### src/rtl/sram_like_arb_pkg.sv
// sram_like_arb_pkg: shared state encoding, requester IDs and round-robin pick.
package sram_like_arb_pkg;

    typedef enum logic {IDLE = 1'b0, BUSY = 1'b1} state_t;
    typedef enum logic {INST = 1'b0, DATA = 1'b1} req_id_t;

    // Under contention the side not granted last wins; otherwise whoever asks.
    function automatic req_id_t pick(input logic inst_req, input logic data_req, input req_id_t last);
        return (inst_req && data_req) ? ((last == INST) ? DATA : INST) : (data_req ? DATA : INST);
    endfunction

endpackage

### src/rtl/sram_like_arb.sv
// sram_like_arb: round-robin merge of instruction and data sram-like masters
// onto one bus bridge port, with at most one transfer outstanding.
module sram_like_arb
    import sram_like_arb_pkg::*;
(
    input  logic        clk,
    input  logic        rst,
    input  logic        inst_req,
    input  logic        inst_wr,
    input  logic [1:0]  inst_size,
    input  logic [31:0] inst_addr,
    input  logic [31:0] inst_wdata,
    output logic [31:0] inst_rdata,
    output logic        inst_addr_ok,
    output logic        inst_data_ok,
    input  logic        data_req,
    input  logic        data_wr,
    input  logic [1:0]  data_size,
    input  logic [31:0] data_addr,
    input  logic [31:0] data_wdata,
    output logic [31:0] data_rdata,
    output logic        data_addr_ok,
    output logic        data_data_ok,
    output logic        req,
    output logic        wr,
    output logic [1:0]  size,
    output logic [31:0] addr,
    output logic [31:0] wdata,
    input  logic [31:0] rdata,
    input  logic        addr_ok,
    input  logic        data_ok
);

    state_t  state, state_n;
    req_id_t owner, last_grant, sel, cur;
    logic    sel_req, src, hs, done;

    assign inst_rdata = rdata;
    assign data_rdata = rdata;

    always_comb begin
        sel          = pick(inst_req, data_req, last_grant);
        sel_req      = (sel == DATA) ? data_req : inst_req;
        cur          = (state == BUSY) ? owner : sel;
        src          = (state == BUSY) || sel_req;
        req          = !rst && (state == IDLE) && sel_req;
        hs           = req && addr_ok;
        // data_ok only counts for an owned transfer or a same-cycle handshake
        done         = !rst && ((state == BUSY) || hs) && data_ok;
        wr           = src && ((cur == DATA) ? data_wr : inst_wr);
        size         = src ? ((cur == DATA) ? data_size : inst_size) : 2'b00;
        addr         = src ? ((cur == DATA) ? data_addr : inst_addr) : 32'h0;
        wdata        = src ? ((cur == DATA) ? data_wdata : inst_wdata) : 32'h0;
        inst_addr_ok = hs && (sel == INST);
        data_addr_ok = hs && (sel == DATA);
        inst_data_ok = done && (cur == INST);
        data_data_ok = done && (cur == DATA);
        state_n      = (state == IDLE && hs && !data_ok) ? BUSY :
                       (state == BUSY && data_ok) ? IDLE : state;
    end

    always_ff @(posedge clk) begin
        if (rst) begin
            state      <= IDLE;
            owner      <= INST;
            last_grant <= INST;
        end else begin
            state <= state_n;
            if (hs) begin
                owner      <= sel;
                last_grant <= sel;
            end
        end
    end

endmodule

### config.mk
export PLATFORM = sky130hd
export DESIGN_NAME = sram_like_arb
export DESIGN_NICKNAME = d
export VERILOG_FILES = /design/src/rtl/sram_like_arb_pkg.sv /design/src/rtl/sram_like_arb.sv
export SDC_FILE = /design/constraint.sdc
export NUM_CORES = 1
export LEC_CHECK = 0
export CORE_AREA = 2 2 119 121
export CTS_BUF_LIST = sky130_fd_sc_hd__clkbuf_16
export DETAILED_ROUTE_END_ITERATION = 8
export DIE_AREA = 0 0 121 123
export PLACE_DENSITY = 0.75
export SETUP_SLACK_MARGIN = 0.4
export SLEW_MARGIN = 20
export SYNTH_ARGS = -nofsm -noshare
export SYNTH_HDL_FRONTEND = slang
export SYNTH_SLANG_ARGS = --single-unit
### constraint.sdc
create_clock -name clk -period 1.57 [get_ports clk]
set_input_delay 0.314 -clock clk [delete_from_list [all_inputs] [get_ports clk]]
set_output_delay 0.314 -clock clk [all_outputs]
set_load 0.05 [all_outputs]
* After elaboration in Yosys (flattened, before gate mapping) *
Cells that the tools add are included.

storage, ports and cells
  register bits after elaboration = 2
  input bits = 172
  output and inout port bits = 136
  word-level logic and storage cells = 38

cells by class
  muxes and demuxes = 14
  bitwise gates (word level) = 3
  reductions and logical operators = 19

operators with widths
  operator             number
  $mux W32             4
  $logic_and A1 B1 Y1  14
  $mux W1              8
  $mux W2              2
  $not A1 Y1           3
  $logic_not A1 Y1     2
  $logic_or A1 B1 Y1   2
  $reduce_bool A2 Y1   1

* Depth between registers and ports, before layout *
Gate-level depths: netlist of run 1.

  depth in word-level cells = 9
  depth in mapped cells = 6

* Least setup slack after synthesis of run 1 *
OpenSTA, ideal clock, no wires.

  path type = register to output
  start = register state
  end = output data_addr_ok
  arrival = 2102 ps
  required time = 1256 ps
  setup slack = -846 ps
  stages on the path, launching flop included = 3
  buffers on the path = 0
  cells stage by stage = dfxtp_1 -> nor3_1 -> and3_1

on the way
  longest elaborated chain between the ends = 5

ends and longest elaborated chain
  item                              RTL line             source
  start: declaration                sram_like_arb.sv:34  state_t state, state_n;
  start signal: assignment          sram_like_arb.sv:68  state <= state_n;
  $not A1 Y1                        sram_like_arb.sv:46  req = !rst && (state == IDLE) && sel_req;
  $logic_and A1 B1 Y1 (2 in a row)  sram_like_arb.sv:46
  net req                           sram_like_arb.sv:24  output logic req,
  $logic_and A1 B1 Y1               sram_like_arb.sv:47  hs = req && addr_ok;
  $logic_and A1 B1 Y1               sram_like_arb.sv:55  data_addr_ok = hs && (sel == DATA);
  end: declaration                  sram_like_arb.sv:22  output logic data_addr_ok,

The timed path passes the listed nets, and every way through them passes these cells.

* Worst setup path in the final report of run 1 *
  start = input data_req
  end = output wdata[11]

on the way
  longest elaborated chain between the ends = 5
  elaborated cells on any way between the ends = 8
  classes of those cells = mux (6); reduce/logical (2)

ends and longest elaborated chain
  item                                            RTL line                                  source
  start: declaration                              sram_like_arb.sv:16                       input logic data_req,
  $mux W1 or $logic_and A1 B1 Y1 (tied branches)  sram_like_arb_pkg.sv:9                    return (inst_req && data_req) ? ((last == INST) ? DATA : INST) : (data_req ? DATA : INST);
  $mux W1                                         sram_like_arb_pkg.sv:9
  $mux W1 (on tied branches)                      sram_like_arb.sv:44, sram_like_arb.sv:43
  $mux W32 or $logic_or A1 B1 Y1 (tied branches)  sram_like_arb.sv:53, sram_like_arb.sv:45
  $mux W32 (*)                                    sram_like_arb.sv:53                       wdata = src ? ((cur == DATA) ? data_wdata : inst_wdata) : 32'h0;
  end: declaration                                sram_like_arb.sv:28                       output logic [31:0] wdata,

Every way passes the cells marked *; elsewhere a longest branch is shown, timed or not.

==> flow_summary.yaml, run 1 <==
place:
  routabilityCongestion: 0.803
  place_worst_setup_slack_ns: -0.926
  port_buffers: 211
  placed_cells: 759
  placed_cell_area_um2: 7750
  hpwl_detailed_um: 13100
finish:
  area_delta_synth_final_pct: 187
  drive_gt1_frac: 0.666
  finalInstanceArea_um2: 9820
  final_net_count: 799
  antennaDiodeCount: 0
  layout.core_utilization: 0.722
  final_cells: 806
timing:
  slew-limit-headroom: 0.668
  final_critical_delay_including_setup_and_external_delays_ns: 1.98
  max_freq_mhz: 506
  rsz0062_at_grt: "yes"
  final-max-slew-violation-count: 0
  setup_slack_ns: -0.406
  tightest_slew_ns: 0.498
  final.period_utilization: 1.26
  final-hold-violation-count: 0
  setup_failing_eps_final: 72
  skew_ns: 0.00283
routing:
  via_density: 6.27
  route.detailed.drc: 0
  dr.first_iter.drc_count: 227
  total_routed_length_um: 21700
  antenna_left: 0
  drt_pass1_iterations: 4
  wl_per_cell_um: 26.9
  routed-via-count: 5052
critical_path:
  capturing_element_type_of_the_critical_path: "output port"
  timing.critical_path.slowest_cell_delay_ns: 0.38
  slowest_stage: "sky130_fd_sc_hd__a221oi_2"
  path_max_fanout: 11
  cp_cell_sequence: "buf_8, buf_6, nor2b_4, buf_12, buf_4, a221oi_2, o22ai_4, buf_12"
  startpoint_type: "input pin"
  worst_ep_arrival_time_ns: 1.66
  cp_class: "in -> out"
  wp_data_required_ns: 1.26
  crit_path_frequent_cell: "sky130_fd_sc_hd__buf_12"
min_path:
  hp-class: "in -> reg"
clock_tree:
  clk_pin_slew_worst_paths_ns: 0.03
  cts.htree.levels: 1
  cts_tree: "built"
  cts.sink_count: 2
  cts-buffers-inserted: 3
  insertion_delay_ns: 0.22
  ctsRootBufferMaster: "sky130_fd_sc_hd__clkbuf_16"
  clock_tree.buffer_depth: 2
global_routing:
  use_met2: 0.485
  grt.met1_usage: 0.294
  grt_first_pass_wirelength_um: 30700
  largest_net_degree_at_the_start_of_global_routing: 37
  number_of_global_route_vias_before_repair: 5481
  initial_antenna_violation_count: 0
  grt_overflow_total: 0
  gr-max-usage-layer: "met2"
  grt.total_usage: 0.258
  grt_use_met3: 0.0337
yosys:
  synthesis.area_per_instance_um2: 8.26
  synth_area_um2: 3430
  post-synth-top-area-fraction: 0.263
  ranking_of_synthesized_cells_by_area: "sky130_fd_sc_hd__a221oi_1, sky130_fd_sc_hd__mux2i_1, sky130_fd_sc_hd__buf_4"
  synth_top_area_cell: "sky130_fd_sc_hd__a221oi_1"
  number_of_nets_produced_by_synthesis: 587
  syn_inst: 415
  synth_cell_types: 27
  synthesis.yosys.warnings: 0
  ys_seq_elements: 2
  yosysSeqAreaShare: 0.0117
floorplanning:
  core_area_um2: 13600
  placement_rows: 43
  dieArea_um2: 14900
  floorplan.io_pins: 308
  die_w_um: 121
  floorplan.initialDensity: 0.252
  dieHeight_um: 123
power:
  power_per_cell_area_nw_per_um2: 565
  leakage_nw: 3.33
  max-vdd-ir-drop_mv: 0.700
outcome:
  run_status: "finished with violations"
  failed_checks: "negative setup slack"
flow_run:
  drv_cap: 0
## what timing repair did
item,CTS,global route
pin swaps,84,61
setup buffers,17,10
setup endpoints to repair,74,74
cloned,9,7
hold buffers,0,0
hold endpoints to repair,0,0
resized for setup,135,70
## sequential cells by signal, summed over array words and instances (netlist names)
signal  count
owner       1
state       1
## metrics by stage
step / hold WS [ns] / TNS (ns) / total power [mW]
after floorplan: 0.379 / -5.52 / 2.76
after global placement: 0.628 / -54.10 / 4.21
after detailed placement: 0.628 / -58.15 / 4.30
after CTS: 0.436 / -23.76 / 5.22
after global routing: 0.443 / -27.57 / 5.74
final: 0.451 / -24.66 / 5.55
## synthesized netlist by cell type (all sizes together)
cell    instances
o22ai          67
buf           101
nor3            1
nand2           2
and3            1
a21boi          1
nor2            2
nor2b           3
a211oi          1
or4b            1
dfxtp           2
o21ai           1
inv             3
a21oi           2
a211o           1
a311oi          1
clkbuf         22
and3b           1
a221oi        134
mux2i          67
and2b           1
## worst max-delay path: cells and delay by family
kind	cells	cell delay, ns
simple gates	1	0.13
buf+inv	5	0.69
compound gates	2	0.52
## kinds of logic (layout without fill, tap and decap cells)
group,Yosys count,after routing,synth area share
buf+inv,126,335,0.235
compound gates,208,208,0.535
mux,67,67,0.196
simple gates,12,14,0.0223
flops,2,2,0.0117
## where the power goes
group	total [mW]	switching [mW]	internal, mW
clock network	0.395	0.0669	0.328
logic	5.09	2.55	2.54
registers	0.0640	0.0113	0.0527
## placed cells by master, fill, tap and decap left out, types with 4 or more instances in the layout
cell                              netlist  final
sky130_fd_sc_hd__mux2i_2                0     12
sky130_fd_sc_hd__a221oi_4               0     81
sky130_fd_sc_hd__buf_8                  0      4
sky130_fd_sc_hd__clkbuf_16              0      8
sky130_fd_sc_hd__a221oi_1             103     15
sky130_fd_sc_hd__buf_16                 0     12
sky130_fd_sc_hd__buf_4                 66     48
sky130_fd_sc_hd__clkdlybuf4s50_1        0    134
sky130_fd_sc_hd__mux2i_4                0      6
sky130_fd_sc_hd__o22ai_2                0     31
sky130_fd_sc_hd__mux2i_1               67     49
sky130_fd_sc_hd__buf_12                 0    101
sky130_fd_sc_hd__o22ai_4                0     36
sky130_fd_sc_hd__buf_6                  7     21
sky130_fd_sc_hd__a221oi_2              31     38
## metal layers
| layer | up-vias | part of all wire | routed length (µm) |
|---|---|---|---|
| li1 | 2205 | - | - |
| met1 | 2514 | 0.37 | 8040 |
| met2 | 260 | 0.54 | 11600 |
| met3 | 73 | 0.055 | 1200 |
| met4 | 0 | 0.037 | 811 |
| met5 | - | 0 | 0 |
## worst paths after layout
path	endpoint	cells after the start	slack [ns]	start
worst max-delay path	wdata[11]	8	-0.41	data_req
worst min-delay path	state	2	0.45	data_ok
worst max register to register	state	4	0.08	state
worst min register to register	state	4	0.86	state
## cell type report
type | count | area (µm²)
well taps | 180 | 225
fillers | 866 | 3790
clock inverters | 1 | 3.75
inverters | 3 | 21.3
repair buffers | 328 | 4500
multi-input cells | 289 | 4950
clock buffers | 3 | 75.1
flip-flops and latches | 2 | 47.5
Note: power is estimated with default switching activity, not from simulation.
==> inputs of run 2 (changes only) <==
Settings changed: REMOVE_ABC_BUFFERS set to 1.
==> flow_summary.yaml, run 2 (synthesized netlist as in run 1, its figures left out) <==
timing:
  setup_slack_ns: -0.462
  final-hold-violation-count: 0
  max_freq_mhz: 492
  slew-limit-headroom: 0.756
  rsz0062_at_grt: "yes"
  setup_failing_eps_final: 71
  skew_ns: 0.00410
  final_critical_delay_including_setup_and_external_delays_ns: 2.03
  holdWs_ns: 0.440
  tightest_slew_ns: 0.365
  final-max-slew-violation-count: 0
  final.period_utilization: 1.29
finish:
  final_net_count: 771
  area_delta_synth_final_pct: 143
  most_frequent_cells_in_the_layout: "sky130_fd_sc_hd__clkdlybuf4s50_1, sky130_fd_sc_hd__buf_12, sky130_fd_sc_hd__a221oi_2"
  num-fill-cells: 1010
  layout_commonest_cell: "sky130_fd_sc_hd__clkdlybuf4s50_1"
  layout_top_registers: "owner (1), state (1)"
  drive_gt1_frac: 0.545
critical_path:
  crit_path_frequent_cell: "sky130_fd_sc_hd__buf_12"
  slowest_stage: "sky130_fd_sc_hd__dfxtp_4"
  capturing_element_type_of_the_critical_path: "output port"
  crit_buf_inv: 3
  startpoint_type: "register"
  cp_class: "reg -> out"
  regToRegSetupSlack_ns: 0.18
  worst_path_top_cell_family_by_delay: "compound AO/OA/AOI/OAI gates"
  worst_ep_arrival_time_ns: 1.72
  wp_data_required_ns: 1.26
  cp_cell_sequence: "nor2b_4, buf_4, buf_12, a221oi_1, o22ai_1, buf_12"
  timing.critical_path.slowest_cell_delay_ns: 0.38
  path_max_fanout: 10
routing:
  routed-via-count: 5228
  dr.first_iter.drc_count: 402
  top_signal_layer_used: "met5"
  via_density: 6.71
  antenna_left: 0
  drt-met1-wl_um: 8760
  total_routed_length_um: 23600
  route.met2.wl_um: 10800
  dr_wl_met3_um: 3080
  drt_pass1_iterations: 7
  route.detailed.drc: 0
  wl_per_cell_um: 30.3
clock_tree:
  ctsRootBufferMaster: "sky130_fd_sc_hd__clkbuf_16"
  insertion_delay_ns: 0.23
  cts.htree.levels: 1
  cts-buffers-inserted: 3
  cts_hold_buf: 0
  clock_tree.buffer_depth: 2
  clk_pin_slew_worst_paths_ns: 0.03
  cts.sink_count: 2
  cts_tree: "built"
global_routing:
  largest_net_degree_at_the_start_of_global_routing: 39
  number_of_global_route_vias_before_repair: 5018
  grt_first_pass_wirelength_um: 30000
  grt_overflow_total: 0
  grt.total_usage: 0.263
  initial_antenna_violation_count: 1
place:
  routabilityCongestion: 0.866
  port_buffers: 211
  hpwl_detailed_um: 13500
floorplanning:
  placement_rows: 43
  die_w_um: 121
  dieHeight_um: 123
  dieArea_um2: 14900
  floorplan.initialDensity: 0.252
  floorplan.io_pins: 308
  core_area_um2: 13600
power:
  max-vdd-ir-drop_mv: 0.422
  comb_power_share: 0.906
  internal_power_mw: 2.60
  switching_share: 0.466
  power_frac_clock: 0.082
  leakage_nw: 3.05
  switchingPower_mw: 2.27
  power_mw: 4.87
  power_per_cell_area_nw_per_um2: 586
  share_seq_of_total_power: 0.013
outcome:
  failed_checks: "negative setup slack"
  run_status: "finished with violations"
min_path:
  hp-class: "in -> reg"
flow_run:
  drv_cap: 0
[run 2: layout make-up]
type	instances	area [µm²]	area share
inverter	3	16.3	0.00196
timing repair buffer	302	4400	0.529
tap	180	225	0.0271
clock buffer	3	75.1	0.00903
sequential	2	47.5	0.00572
antenna	1	2.50	0.000301
clock inverter	1	3.75	0.000451
multi-input combinational	287	3550	0.427
[run 2: repair_timing]
| item | CTS | global route |
|---|---|---|
| buffers inserted | 19 | 5 |
| endpoints found under the setup margin | 74 | 74 |
| gates cloned | 14 | 9 |
| pin swaps | 59 | 46 |
| gates resized for setup | 113 | 106 |
| endpoints found under the hold margin | 0 | 0 |
[run 2: per-layer routing]
metal	global-route usage	vias up
li1	-	2150
met5	0.0521	-
met1	0.302	2575
met2	0.418	416
met3	0.132	85
met4	0.0865	2
[run 2: power groups by stage]
| stage | logic (mW) | clock network [mW] | registers [mW] |
|---|---|---|---|
| CTS | 4.04 | 0.403 | 0.0597 |
| floorplan | 1.63 | 0 | 0.129 |
| detailed placement | 3.54 | 0 | 0.0616 |
| global placement | 3.48 | 0 | 0.0615 |
| finish | 4.41 | 0.398 | 0.0621 |
| global route | 4.53 | 0.414 | 0.0625 |
[run 2: path summary, 6_finish.rpt]
check | start | to | depth (start not counted)
setup reg to reg | state | state | 3
hold reg to reg | state | state | 3
hold / removal | data_ok | state | 2
setup / recovery | state | wdata[23] | 6
[run 2: worst reg2reg max path: cells and delay by family (launching register included)]
family | cells | cell delay (ns)
flops | 1 | 0.36
simple gates | 1 | 0.55
buf+inv | 1 | 0.17
compound gates | 1 | 0.22
[run 2: per-stage QoR]
stage / util / std cells / worst slack (ns) / instance area [µm²] / TNS [ns]
floorplan: - / 292 / -5.85 / 2630 / -407.79
global placement: 0.458 / 727 / -0.683 / 6230 / -45.09
detailed placement: 0.458 / 727 / -0.730 / 6230 / -48.19
CTS: 0.550 / 764 / -0.401 / 7480 / -25.08
global route: 0.611 / 778 / -0.504 / 8310 / -28.06
finish: 0.611 / 779 / -0.462 / 8310 / -25.35
